File: config.mk
export PLATFORM = sky130hd
export DESIGN_NAME = bcd_upcounter
export DESIGN_NICKNAME = d
export VERILOG_FILES = /design/src/rtl/bcd_pkg.sv /design/src/rtl/bcd_digit_inc.sv /design/src/rtl/bcd_upcounter.sv
export SDC_FILE = /design/constraint.sdc
export NUM_CORES = 1
export LEC_CHECK = 0
export ABC_CLOCK_PERIOD_IN_PS = 2200
export BUFFER_PORTS_ARGS = -buffer_cell sky130_fd_sc_hd__buf_2
export CORE_MARGIN = 3
export CORE_UTILIZATION = 30
export DETAILED_ROUTE_END_ITERATION = 8
export PLACE_DENSITY = 0.59
export SYNTH_ARGS = -nofsm -noshare
export SYNTH_HDL_FRONTEND = slang
export SYNTH_HIERARCHICAL = 1
export SYNTH_SLANG_ARGS = --single-unit
File: constraint.sdc
create_clock -name clk -period 2.2 [get_ports clk]
set_clock_uncertainty 0.1 [all_clocks]
set_input_delay 0.22 -clock clk [delete_from_list [all_inputs] [get_ports clk]]
set_output_delay 0.22 -clock clk [all_outputs]
set_load 0.02 [all_outputs]
File: src/rtl/bcd_pkg.sv
// Shared BCD definitions: digit limits, per-nibble validity and a
// most-significant-digit-first magnitude compare on packed BCD words.
package bcd_pkg;

    localparam int         BCD_W      = 4;
    localparam logic [3:0] BCD_MAX    = 4'd9;
    localparam int         MAX_DIGITS = 6;
    localparam int         MAX_W      = BCD_W * MAX_DIGITS;

    // What the counter register does on the next clock edge.
    typedef enum logic [2:0] {
        ACT_HOLD,
        ACT_CLEAR,
        ACT_LOAD,
        ACT_LOAD_BAD,
        ACT_INC,
        ACT_WRAP,
        ACT_SAT
    } act_e;

    // True when the nibble is a legal BCD digit (0..9).
    function automatic logic bcd_valid(input logic [3:0] nibble);
        return (nibble <= BCD_MAX);
    endfunction

    // a <= b on packed BCD, walking from the most significant digit down.
    // Only the lowest 'digits' nibbles take part; callers zero-extend
    // narrower words to MAX_W.
    function automatic logic bcd_le(input logic [MAX_W-1:0] a,
                                    input logic [MAX_W-1:0] b,
                                    input int               digits);
        logic decided;
        logic le;
        decided = 1'b0;
        le      = 1'b1;
        for (int i = MAX_DIGITS - 1; i >= 0; i--) begin
            if (i < digits && !decided) begin
                if (a[i*BCD_W +: BCD_W] < b[i*BCD_W +: BCD_W]) begin
                    le      = 1'b1;
                    decided = 1'b1;
                end else if (a[i*BCD_W +: BCD_W] > b[i*BCD_W +: BCD_W]) begin
                    le      = 1'b0;
                    decided = 1'b1;
                end
            end
        end
        return le;
    endfunction

endpackage

File: src/rtl/bcd_digit_inc.sv
// One BCD digit of the increment chain: adds the incoming carry and
// rolls 9 over to 0, passing a carry to the next digit up.
module bcd_digit_inc
    import bcd_pkg::*;
(
    input  logic [3:0] digit,
    input  logic       ci,
    output logic [3:0] digit_next,
    output logic       co
);

    logic at_max;

    assign at_max = (digit == BCD_MAX);
    assign co     = ci & at_max;

    // Increment when carried into, wrapping 9 back to 0.
    always_comb begin
        digit_next = digit;
        if (ci) begin
            digit_next = at_max ? 4'd0 : digit + 4'd1;
        end
    end

endmodule

File: src/rtl/bcd_upcounter.sv
// Multi-digit BCD up-counter with carry in/out for cascading, synchronous
// clear and preset, and a programmable terminal value that either wraps
// to zero or saturates. Sticky flags record terminal-count events and
// rejected presets.
module bcd_upcounter
    import bcd_pkg::*;
#(
    parameter int                  DIGITS = 2,
    parameter logic [4*DIGITS-1:0] LIMIT  = (4*DIGITS)'(8'h59),
    parameter bit                  WRAP   = 1'b1
) (
    input  logic                clk,
    input  logic                rst_n,
    input  logic                clr,
    input  logic                preset,
    input  logic [4*DIGITS-1:0] BCD_i,
    input  logic                cin,
    output logic [4*DIGITS-1:0] BCD_o,
    output logic                cout,
    output logic                ovf,
    output logic                perr
);

    localparam int W = BCD_W * DIGITS;

    logic [W-1:0]      count_reg;
    logic [W-1:0]      count_next;
    logic              ovf_reg;
    logic              ovf_next;
    logic              perr_reg;
    logic              perr_next;

    logic [W-1:0]      inc_value;
    logic [DIGITS:0]   carry;
    logic [DIGITS-1:0] digit_ok;
    logic              at_limit;
    logic              preset_ok;
    act_e              act;

    // The increment chain always adds one; whether it is used is decided
    // by the action select below.
    assign carry[0] = 1'b1;

    generate
        for (genvar gi = 0; gi < DIGITS; gi++) begin : g_digit
            bcd_digit_inc u_inc (
                .digit      (count_reg[gi*BCD_W +: BCD_W]),
                .ci         (carry[gi]),
                .digit_next (inc_value[gi*BCD_W +: BCD_W]),
                .co         (carry[gi+1])
            );
            assign digit_ok[gi] = bcd_valid(BCD_i[gi*BCD_W +: BCD_W]);
        end
    endgenerate

    assign at_limit  = (count_reg == LIMIT);
    assign preset_ok = (&digit_ok) &&
                       bcd_le(MAX_W'(BCD_i), MAX_W'(LIMIT), DIGITS);

    // Carry to the next stage only when this stage actually counts through
    // its terminal value; a clear or load in the same cycle suppresses it.
    assign cout = cin & at_limit & ~clr & ~preset;

    // Pick the register action: clr beats preset beats cin beats hold.
    always_comb begin
        act = ACT_HOLD;
        if (clr) begin
            act = ACT_CLEAR;
        end else if (preset) begin
            act = preset_ok ? ACT_LOAD : ACT_LOAD_BAD;
        end else if (cin) begin
            if (at_limit) begin
                act = WRAP ? ACT_WRAP : ACT_SAT;
            end else begin
                act = ACT_INC;
            end
        end
    end

    // Next count and sticky flags for the chosen action.
    always_comb begin
        count_next = count_reg;
        ovf_next   = ovf_reg;
        perr_next  = perr_reg;
        unique case (act)
            ACT_CLEAR: begin
                count_next = '0;
                ovf_next   = 1'b0;
                perr_next  = 1'b0;
            end
            ACT_LOAD: begin
                count_next = BCD_i;
            end
            ACT_LOAD_BAD: begin
                count_next = LIMIT;
                perr_next  = 1'b1;
            end
            ACT_INC: begin
                // A carry out of the top digit means every digit was 9,
                // which can only be the terminal value; clamp rather than
                // silently wrapping if that invariant were ever broken.
                count_next = carry[DIGITS] ? LIMIT : inc_value;
            end
            ACT_WRAP: begin
                count_next = '0;
                ovf_next   = 1'b1;
            end
            ACT_SAT: begin
                ovf_next   = 1'b1;
            end
            default: begin
                count_next = count_reg;
            end
        endcase
    end

    // Counter and flag registers; reset is asynchronous.
    always_ff @(posedge clk or negedge rst_n) begin
        if (!rst_n) begin
            count_reg <= '0;
            ovf_reg   <= 1'b0;
            perr_reg  <= 1'b0;
        end else begin
            count_reg <= count_next;
            ovf_reg   <= ovf_next;
            perr_reg  <= perr_next;
        end
    end

    assign BCD_o = count_reg;
    assign ovf   = ovf_reg;
    assign perr  = perr_reg;

endmodule

==> impl_metrics.yaml <==
synthesis:
  ys_types: 36
  synth_top_flop_cell: "dfrtp_1"
  netlist_area_um2: 829.5
  syn_inst: 96
  yosysTopAreaCell: "dfrtp_1"
  syn-mean-instance-area_um2: 8.641
  synth-seq-area-share: 0.3017
  synth-edff-count: 0
  yosys_warnings: 6
  ys_async_sr_fraction: 1.000
  synth_seq_cells: 10
  netlist.area_leader.share: 0.3017
  synth.area.top_cells: "dfrtp_1, a21o_1, nor2b_1, o21ai_0, inv_1"
drt:
  ant_nets: 0
  dr.pass1.iters: 4
  drcViolationCount: 0
  drt_wl_total_um: 2387
  viasPerCell: 5.503
  wl_per_cell_um: 15.20
  drt-initial-drc-count: 24
  vias: 864
critical_path:
  startpoint_type: "flop"
  endpoint_kind: "output port"
  r2r_end: "BCD_o[4]"
  critPathMaxFanout: 9
  r2r_cells: 8
  crit_family: "simple AND/OR/NAND/NOR gates"
  critPathKind: "flop to output port"
  critPathMaxStageDelay_ps: 500
  rrSetupSlack_ps: 160
  critical_path_buf_inv_count: 1
  cp_cell_sequence: "and4bb_1, nand2_1, nor3_1, buf_2"
  critical_path.slowest_cell: "dfrtp_1"
  crit_arrival_ps: 1770
  critPathRequiredTime_ps: 1880
  r2r-start: "BCD_o[3]"
clock_tree:
  cts.sinks: 10
  cts.path.max_buffers: 2
  clk_pin_slew_ps: 80
  cts_tree: "yes"
  cts_setup_buffers: 0
  cts_inserted_buffers: 3
  cts-root-buf: "clkbuf_4"
  htreeDepth: 1
  insertion_delay_ps: 280
global_route:
  grt_overflow: 0
  grt_pass1_vias: 844
  grt_use_total: 0.1524
  grt_max_degree: 14
  antenna_found_initial: 0
  grt_pass1_wl_um: 3988
power:
  p_leak_nw: 0.5124
  p_sw_frac: 0.3250
  irDropWorstVdd_mv: 0.3168
  p_seq_frac: 0.403
  powerDensity_nw_per_um2: 498.4
  clkPwrFrac: 0.339
  switchingPower_w: 0.0001690
  power_w: 0.0005201
  combPwrFrac: 0.258
  cellInternalPower_w: 0.0003511
flow_run:
  maxCapViolations: 0
run_status:
  status: "finished clean"
place:
  hpwlAfterDp_um: 1842
  portBuffers: 23
  placed_cells_incl_taps: 152
  placed_cell_area_um2: 991.0
  gp_congestion: 0.8644
floorplan:
  die_x_um: 58.59
  die_area_um2: 3432
  core_um2: 2545
  die_h_um: 58.59
  start_util: 0.3260
  rows: 18
  io_pins: 24
final_layout:
  drive_gt1_frac: 0.3228
  fin_nets: 141
  fill_cells: 273
  utilization: 0.4100
  syn_to_final_growth_pct: 25.79
  fin_area_um2: 1044
  seq_area_um2: 250.2
  stdcell_count: 157
  diodes: 0
  largest_reg_flops: 8
  multi_input_area_um2: 538.0
sta:
  finalCritPeriodShare: 0.9494
  setup_viol: 0
  hold_viol: 0
  finalCriticalPeriod_ps: 2089
  slew_viol_final: 0
  max_freq_mhz: 478.8
hold_path:
  hold_end: "perr"
  worstHoldPathCells: 2
  hp-start: "clr"
  hold_class: "input port to flop"
-- layout make-up --
class / instances / share of cell area
clock buffer: 4 / 0.03477
inverter: 7 / 0.02518
tap: 30 / 0.03597
sequential: 10 / 0.2398
timing repair buffer: 28 / 0.1487
multi-input combinational: 78 / 0.5156
-- synthesized netlist by cell type (2+ instances only) --
cell and instances:
xor2_1 2, o31ai_1 3, a31oi_1 3, nand2_2 2, a21o_1 5, nand3_1 5, nor2b_1 5, o21ai_1 3
nor2_1 3, and4bb_1 2, dfrtp_1 10, xnor2_1 2, nand2_1 4, and4b_1 2, nand2b_1 2, inv_1 7
o22ai_1 2, buf_6 2, a21oi_1 5, nor3_2 2, nor2b_2 2, o21ai_0 6, o221a_2 2, nor3b_1 3
-- routing by layer --
| metal | vias to the layer above | GRT usage | part of all wire |
|---|---|---|---|
| li1 | 414 | - | - |
| met1 | 405 | 0.1952 | 0.41 |
| met2 | 43 | 0.2472 | 0.50 |
| met3 | 2 | 0.03509 | 0.090 |
| met4 | 0 | 0.06149 | 0.0025 |
| met5 | - | 0 | 0 |
-- worst max path at each step --
stage / slack (ps) / start / depth (start not counted) / endpoint
3_3_place_gp: 290 / BCD_o[3] / 8 / BCD_o[0]
2_1_floorplan: 110 / BCD_o[3] / 7 / BCD_o[4]
6_report: 110 / BCD_o[1] / 4 / cout
4_1_cts: 120 / BCD_o[3] / 8 / BCD_o[4]
5_1_grt: -10 / BCD_o[3] / 7 / BCD_o[6]
3_5_place_dp: 160 / BCD_o[3] / 8 / BCD_o[4]
-- placed cells by master, fill, tap and decap left out, types with 3 or more instances in the layout --
cell       n
conb_1     4
nor2_1     3
dfrtp_1   10
o21ai_1    3
inv_1      7
buf_4      4
clkbuf_4   3
a21o_1     5
a21oi_1    5
buf_2     23
a31oi_1    3
o21ai_0    6
o31ai_1    3
nand2_1    4
nand3_1    5
nor2b_1    5
-- logic make-up (layout without fill, tap and decap cells) --
kind of cell,count (synthesis),in the layout,share of synthesized area
compound gates,35,35,0.2926
xor+xnor,4,4,0.04224
buf+inv,11,39,0.07693
flops,10,10,0.3017
other cells,1,4,0.004521
simple gates,35,35,0.2820
-- power groups by stage --
stage	clock, W	combinational (W)	sequential, W
floorplan	0	0.0000688	0.000227
global placement	0	0.000130	0.000212
detailed placement	0	0.000131	0.000213
CTS	0.000186	0.000133	0.000209
global route	0.000194	0.000148	0.000212
finish	0.000176	0.000134	0.000210
-- per-stage QoR --
stage | hold slack, ps | TNS (ps) | worst slack (ps)
detailed placement | 6.274 | 0 | 163.8
finish | 89.56 | 0 | 111.4
global route | 89.26 | -20.86 | -10.73
floorplan | -175.6 | 0 | 114.4
CTS | 77.24 | 0 | 121.5
global placement | 3.112 | 0 | 287.7
-- timing repair --
| item | CTS | global route |
|---|---|---|
| setup endpoints to repair | 0 | 4 |
| hold buffers | 1 | 0 |
| endpoints found under the hold margin | 10 | 0 |
| resized for setup | 0 | 1 |
Note: power is estimated with default switching activity, not from simulation.
